### config.mk
export PLATFORM = sky130hd
export DESIGN_NAME = tlb_port_arbiter
export DESIGN_NICKNAME = d
export VERILOG_FILES = /design/src/rtl/tlb_port_arbiter_pkg.sv /design/src/rtl/tlb_arb_prio.sv /design/src/rtl/tlb_port_arbiter.sv
export SDC_FILE = /design/constraint.sdc
export NUM_CORES = 1
export LEC_CHECK = 0
export CAP_MARGIN = 20
export CORE_UTILIZATION = 38
export DETAILED_ROUTE_END_ITERATION = 10
export PLACE_DENSITY = 0.81
export RECOVER_POWER = 50
export SYNTH_ARGS = -nofsm -noshare
export SYNTH_HDL_FRONTEND = slang
export SYNTH_SLANG_ARGS = --single-unit
### constraint.sdc
create_clock -name clk -period 1.9 [get_ports clk]
set_input_delay 0.19 -clock clk [delete_from_list [all_inputs] [get_ports clk]]
set_output_delay 0.19 -clock clk [all_outputs]
set_load 0.005 [all_outputs]
### src/rtl/tlb_port_arbiter_pkg.sv
// Shared types and requester IDs for the TLB lookup-port arbiter.
// Grant vectors are indexed by REQ_* so the fetch/memory/CP0 views agree.
package tlb_port_arbiter_pkg;

    typedef enum logic {
        ST_RUN   = 1'b0,
        ST_BLOCK = 1'b1
    } arb_state_t;

    localparam int REQ_INST  = 0;
    localparam int REQ_DATA  = 1;
    localparam int REQ_PROBE = 2;
    localparam int NUM_REQ   = 3;

endpackage

### src/rtl/tlb_arb_prio.sv
// Combinational picker for the TLB lookup port: probe first, then data over
// inst unless fetch has been starved long enough to take precedence.
module tlb_arb_prio
    import tlb_port_arbiter_pkg::*;
(
    input  logic               i_en,
    input  logic               i_inst_req,
    input  logic               i_data_req,
    input  logic               i_probe_req,
    input  logic               i_starved,
    output logic [NUM_REQ-1:0] o_gnt
);

    always_comb begin
        o_gnt = '0;
        if (i_en) begin
            if (i_probe_req)
                o_gnt[REQ_PROBE] = 1'b1;
            else if (i_inst_req && (i_starved || !i_data_req))
                o_gnt[REQ_INST] = 1'b1;
            else if (i_data_req)
                o_gnt[REQ_DATA] = 1'b1;
        end
    end

endmodule

### src/rtl/tlb_port_arbiter.sv
// Shares the single TLB lookup port between fetch, load/store and TLBP probe,
// with a write blackout window and a fetch anti-starvation override.
//
// state    | meaning
// ST_RUN   | lookups may be granted
// ST_BLOCK | post-tlb_write blackout, r_blk_cnt counts down, no grants
module tlb_port_arbiter
    import tlb_port_arbiter_pkg::*;
#(
    parameter int STARVE_LIMIT = 8,
    parameter int WR_BLACKOUT  = 1,
    parameter int IDX_W        = 5
) (
    input  logic             clk,
    input  logic             resetn,
    input  logic             i_req,
    input  logic [31:0]      i_vaddr,
    output logic             i_gnt,
    output logic             i_rvalid,
    input  logic             d_req,
    input  logic [31:0]      d_vaddr,
    output logic             d_gnt,
    output logic             d_rvalid,
    input  logic             p_req,
    input  logic [31:0]      p_vaddr,
    output logic             p_gnt,
    output logic             p_rvalid,
    output logic [31:0]      r_paddr,
    output logic             r_miss,
    output logic             r_invalid,
    output logic             r_dirty,
    output logic [2:0]       r_cattr,
    output logic [IDX_W-1:0] r_index,
    output logic [31:0]      tlb_vaddr,
    input  logic [31:0]      tlb_paddr,
    input  logic             tlb_miss,
    input  logic             tlb_invalid,
    input  logic             tlb_dirty,
    input  logic [2:0]       tlb_cattr,
    input  logic [IDX_W-1:0] tlb_index,
    input  logic             tlb_write,
    input  logic             flush,
    output logic [31:0]      perfcnt_conflict
);

    localparam int SW = $clog2(STARVE_LIMIT + 1);
    localparam int BW = $clog2(WR_BLACKOUT + 1);
    localparam logic [SW-1:0] STARVE_MAX = SW'(STARVE_LIMIT);
    localparam logic [BW-1:0] BLK_LOAD   = BW'(WR_BLACKOUT);

    arb_state_t           r_state;
    arb_state_t           w_state_nxt;
    logic [BW-1:0]        r_blk_cnt;
    logic [SW-1:0]        r_starve_cnt;
    logic                 w_grant_en;
    logic                 w_starved;
    logic                 w_any_gnt;
    logic [NUM_REQ-1:0]   w_gnt;
    logic [NUM_REQ-1:0]   r_rvalid;
    logic [1:0]           w_req_cnt;

    always_ff @(posedge clk) begin
        if (!resetn)
            r_state <= ST_RUN;
        else
            r_state <= w_state_nxt;
    end

    always_comb begin
        w_state_nxt = r_state;
        case (r_state)
            ST_RUN:   if (tlb_write) w_state_nxt = ST_BLOCK;
            ST_BLOCK: if (r_blk_cnt == BW'(1) && !tlb_write) w_state_nxt = ST_RUN;
            default:  w_state_nxt = ST_RUN;
        endcase
    end

    // A write in the current cycle also blocks, since the array is mid-update.
    always_comb begin
        w_grant_en = resetn && (r_state == ST_RUN) && !tlb_write;
    end

    always_ff @(posedge clk) begin
        if (!resetn)
            r_blk_cnt <= '0;
        else if (tlb_write)
            r_blk_cnt <= BLK_LOAD;
        else if (r_state == ST_BLOCK && r_blk_cnt != '0)
            r_blk_cnt <= r_blk_cnt - BW'(1);
    end

    assign w_starved = (r_starve_cnt == STARVE_MAX);

    tlb_arb_prio u_prio (
        .i_en        (w_grant_en),
        .i_inst_req  (i_req && !flush),
        .i_data_req  (d_req),
        .i_probe_req (p_req),
        .i_starved   (w_starved),
        .o_gnt       (w_gnt)
    );

    assign i_gnt     = w_gnt[REQ_INST];
    assign d_gnt     = w_gnt[REQ_DATA];
    assign p_gnt     = w_gnt[REQ_PROBE];
    assign w_any_gnt = |w_gnt;

    always_comb begin
        tlb_vaddr = i_vaddr;
        if (w_gnt[REQ_PROBE])
            tlb_vaddr = p_vaddr;
        else if (w_gnt[REQ_DATA])
            tlb_vaddr = d_vaddr;
    end

    always_ff @(posedge clk) begin
        if (!resetn) begin
            r_starve_cnt <= '0;
        end else if (r_state == ST_RUN) begin
            if (i_req && !flush && !w_gnt[REQ_INST]) begin
                if (r_starve_cnt != STARVE_MAX)
                    r_starve_cnt <= r_starve_cnt + SW'(1);
            end else begin
                r_starve_cnt <= '0;
            end
        end
    end

    // Result registers hold between grants; rvalid is a single-cycle pulse.
    always_ff @(posedge clk) begin
        if (!resetn) begin
            r_rvalid  <= '0;
            r_paddr   <= '0;
            r_miss    <= 1'b0;
            r_invalid <= 1'b0;
            r_dirty   <= 1'b0;
            r_cattr   <= '0;
            r_index   <= '0;
        end else if (w_any_gnt) begin
            r_rvalid  <= w_gnt;
            r_paddr   <= tlb_paddr;
            r_miss    <= tlb_miss;
            r_invalid <= tlb_invalid;
            r_dirty   <= tlb_dirty;
            r_cattr   <= tlb_cattr;
            r_index   <= tlb_index;
        end else begin
            r_rvalid  <= '0;
        end
    end

    assign i_rvalid = r_rvalid[REQ_INST];
    assign d_rvalid = r_rvalid[REQ_DATA];
    assign p_rvalid = r_rvalid[REQ_PROBE];

    assign w_req_cnt = {1'b0, i_req} + {1'b0, d_req} + {1'b0, p_req};

    always_ff @(posedge clk) begin
        if (!resetn)
            perfcnt_conflict <= '0;
        else if (w_req_cnt >= 2'd2)
            perfcnt_conflict <= perfcnt_conflict + 32'd1;
    end

endmodule

==> parameters.txt <==
Parameter                              Value

Global routing
  Global route total overflow ... 0
  Global router's overall resource usage ... 0.267
  Number of global-route vias before repair ... 5157
  First-pass GRT wire length ... 24300 µm
  Pin count of the biggest net entering global routing ... 47
  Antenna violations before repair ... 0

Power
  Switching power summed over all nets ... 0.976 mW
  Design Power ... 4.07 mW
  Largest voltage drop on the vdd net ... 0.492 mV
  Combinational power share ... 0.210
  Static Leak ... 3.09 nW
  Power density relative to cell area ... 533 nW/µm²
  Internal power contribution ... 3.09 mW
  Reg power frac ... 0.451
  Net Sw Frac ... 0.240
  Clock power share ... 0.339

Critical path
  CP delay by family, top ... buffers and inverters
  Crit path launch ... r_starve_cnt[0]$_SDFFE_PN0P_
  Buffer and inverter count on the worst path ... 5
  Crit path cell chain ... inv_2 -> ha_4 -> nand3b_1 -> o211ai_1 -> buf_4 -> buf_6 -> buf_8 -> mux2i_1 -> o21ai_1 -> buf_2
  Worst-path fanout max ... 4
  Required time at the endpoint of the critical path ... 1.71 ns
  Startpoint class of the critical path ... flop
  Path type of the worst setup path ... reg2out
  Crit path max-delay cell type ... sky130_fd_sc_hd__dfxtp_2
  Total stage count of the critical path ... 10
  Signal arrival time at the worst endpoint ... 2.08 ns
  Critical register-to-register path startpoint ... perfcnt_conflict[8]$_SDFFE_PN0P_
  Critical path's largest stage delay ... 0.33 ns
  Crit path capture type ... primary output
  Worst Reg-to-Reg Cells ... 4

Route
  Number of optimization iterations in the first detailed-route pass ... 5
  Number of nets with antenna violations after detailed routing ... 0
  Average via count per standard cell ... 5.25
  Routed wirelength normalized by instance count ... 15.8 µm
  Drt drc ... 0
  Vias after detailed routing ... 5132
  Initial DRC count ... 286
  Total detailed-routing wirelength ... 15500 µm

Cells and area
  Number of cells in the finished layout apart from fillers ... 977
  Antenna diode count ... 0
  Multi-input combinational cell area ... 2410 µm²
  Relative area change from synthesis to final layout ... 81.1%
  Net total in the final layout ... 982
  Final Util ... 0.703
  FF+latch area ... 1680 µm²
  Filler cells ... 841
  Share of cells above drive strength 1 ... 0.165

Hold path
  Hold-critical path depth ... 4
  Beginning of the worst hold path ... i_req
  Hold Path Class ... in2reg

Run
  MaxCap Viol Count ... 0

Synth
  Area share of the leading cell type in the synthesized netlist ... 0.399
  Cell with the most instances after synthesis ... sky130_fd_sc_hd__nand2_1
  Synthesized instance count ... 535
  Number of synthesized flops with an enable pin ... 0
  Number of distinct library cell variants in the gate-level netlist after synthesis ... 47
  Synthesized cell area ... 4210 µm²
  Top cells by area, synth ... sky130_fd_sc_hd__dfxtp_1 40%, sky130_fd_sc_hd__nand2_1 13%, sky130_fd_sc_hd__mux2i_1 9.7%, sky130_fd_sc_hd__a21oi_1 7.4%, sky130_fd_sc_hd__o21ai_0 3.8%
  Number of register bits inferred by synthesis ... 84
  Leading register cell type out of synthesis ... sky130_fd_sc_hd__dfxtp_1
  Sequential cell area fraction in the yosys report ... 0.399
  Number of warning messages in the yosys log ... 0
  Most instantiated cells after synthesis ... 144 x sky130_fd_sc_hd__nand2_1, 84 x sky130_fd_sc_hd__dfxtp_1, 62 x sky130_fd_sc_hd__a21oi_1, 41 x sky130_fd_sc_hd__mux2i_1, 32 x sky130_fd_sc_hd__o21ai_0
  Share of synthesized flip-flops with an asynchronous set or reset ... 0
  Average size of a mapped cell ... 7.87 µm²
  Dominant cell type by area after synthesis ... sky130_fd_sc_hd__dfxtp_1
  Synth Net Count ... 685

Placement
  Dpl hpwl ... 10800 µm
  Routability cong. ... 0.885
  Cell total after placement ... 941
  PortBufs ... 258

Clock tree
  Clock transition at the registers of the reported paths ... 0.08 ns
  Deepest level of the CTS H-tree ... 3
  Clk Latency, worst-skew pair ... 0.36 ns
  Maximum count of clock buffers along a single path ... 2
  Clk root buf ... sky130_fd_sc_hd__clkbuf_8
  Total CTS buffers ... 9
  Clock tree from TritonCTS ... done
  Clock net sink count ... 84
  Hold buffer count at CTS ... 0

Timing
  Headroom to the max-slew limit ... 0.666
  Number of slew-limit violations in the final report ... 0
  Final setup slack of the worst path ... -0.373 ns
  Clock period minus worst slack ... 2.27 ns
  Final setup fails ... 36
  Layout Skew ... 0.00858 ns
  Achievable frequency ... 440 MHz
  Transition at the pin with the smallest max-transition slack ... 0.501 ns
  RSZ-0062 raised after global routing ... yes
  Setup TNS Final ... -10.28 ns
  Portion of the clock cycle consumed by the worst path in the final layout ... 1.20
  Endpoints failing hold ... 0

Run status
  Outcome ... finished, violations left
  Failing checks ... setup timing

Floorplan
  DIE HEIGHT ... 107 µm
  Die width ... 107 µm
  Die Area ... 11500 µm²
  Core area ... 10800 µm²
  Initial cell density of the core ... 0.388
  I/O Pins ... 259
  Cell Rows ... 38
worst reg2reg max path, cell delays in order (launching register included):
cell and delay, ns:
sky130_fd_sc_hd__dfxtp_1 0.40, sky130_fd_sc_hd__and4_1 0.36, sky130_fd_sc_hd__nand4_4 0.24, sky130_fd_sc_hd__or4_1 0.57, sky130_fd_sc_hd__a21oi_2 0.15
layout make-up:
cell class                      instances  area share
Clock buffer                           13      0.0235
Clock inverter                          3     0.00558
Inverter                               10     0.00492
Multi-Input combinational cell        406       0.316
Sequential cell                        84       0.221
Tap cell                              140      0.0230
Timing Repair Buffer                  321       0.407
sequential cells by signal, summed over array words and instances (netlist names), 3 cells and up:
name              count
perfcnt_conflict     32
r_cattr               3
r_index               5
r_paddr              32
r_rvalid              3
r_starve_cnt          4
layout by cell type (no fill, tap or decap), drive strengths merged, types with 3 or more instances in the layout:
cell type / netlist / final
dlygate4sd3: 0 / 17
o31ai: 11 / 11
inv: 10 / 10
nor4: 7 / 7
nor2: 13 / 13
xor2: 6 / 6
dfxtp: 84 / 84
xnor2: 3 / 3
clkbuf: 27 / 16
nand4: 11 / 11
mux2i: 41 / 41
and3: 3 / 3
and4: 5 / 5
nand2b: 12 / 12
buf: 7 / 92
or3: 3 / 3
nand3: 11 / 11
nand2: 145 / 145
or4: 11 / 11
nor4b: 3 / 3
clkdlybuf4s50: 0 / 204
ha: 4 / 4
o21ai: 36 / 36
a21oi: 62 / 62
cells by family after synthesis:
family,after synthesis,synth area share
DFF,84,0.399
muxes,41,0.0975
buffers and inverters,45,0.0490
AOI/OAI and AO/OA,119,0.158
and+or+nand+nor,233,0.266
xor gates and xnor gates,9,0.0187
adders and majority gates,4,0.0119
path summary, 6_finish.rpt:
| path | end | slack [ns] |
|---|---|---|
| worst max-delay path | tlb_vaddr[0] | -0.37 |
| worst max register to register | perfcnt_conflict[20]$_SDFFE_PN0P_ | 0.11 |
| worst min-delay path | r_rvalid[0]$_SDFF_PN0_ | 0.35 |
| worst min register to register | r_paddr[6]$_SDFFE_PN0P_ | 0.45 |
per-layer routing:
layer,vias up,wire length (µm),track usage
met4,0,322,0.101
met1,2444,6320,0.313
met2,198,7640,0.448
li1,2456,-,-
met5,-,0,0
met3,34,1200,0.0914
power groups by stage:
stage | sequential (mW) | clock (mW) | combinational [mW]
floorplan | 1.88 | 0 | 0.233
global placement | 1.87 | 0 | 0.828
detailed placement | 1.88 | 0 | 0.842
CTS | 1.84 | 1.42 | 0.858
global route | 1.84 | 1.49 | 0.912
finish | 1.84 | 1.38 | 0.853
timing repair:
item | in CTS | in global routing
pin swaps | 12 | 14
gates resized for setup | 184 | 23
gates cloned | 7 | 0
setup buffers | 15 | 3
setup endpoints to repair | 35 | 49
metrics by stage:
| stage | hold slack [ns] | instance area (µm²) | setup slack (ns) |
|---|---|---|---|
| after floorplan | 0.267 | 4210 | 0.226 |
| after CTS | 0.359 | 7660 | -0.401 |
| after global placement | 0.437 | 7200 | -0.486 |
| final | 0.352 | 7630 | -0.373 |
| after global routing | 0.340 | 7630 | -0.433 |
| after detailed placement | 0.445 | 7200 | -0.565 |
No activity file was read; power rests on OpenSTA's default activity.
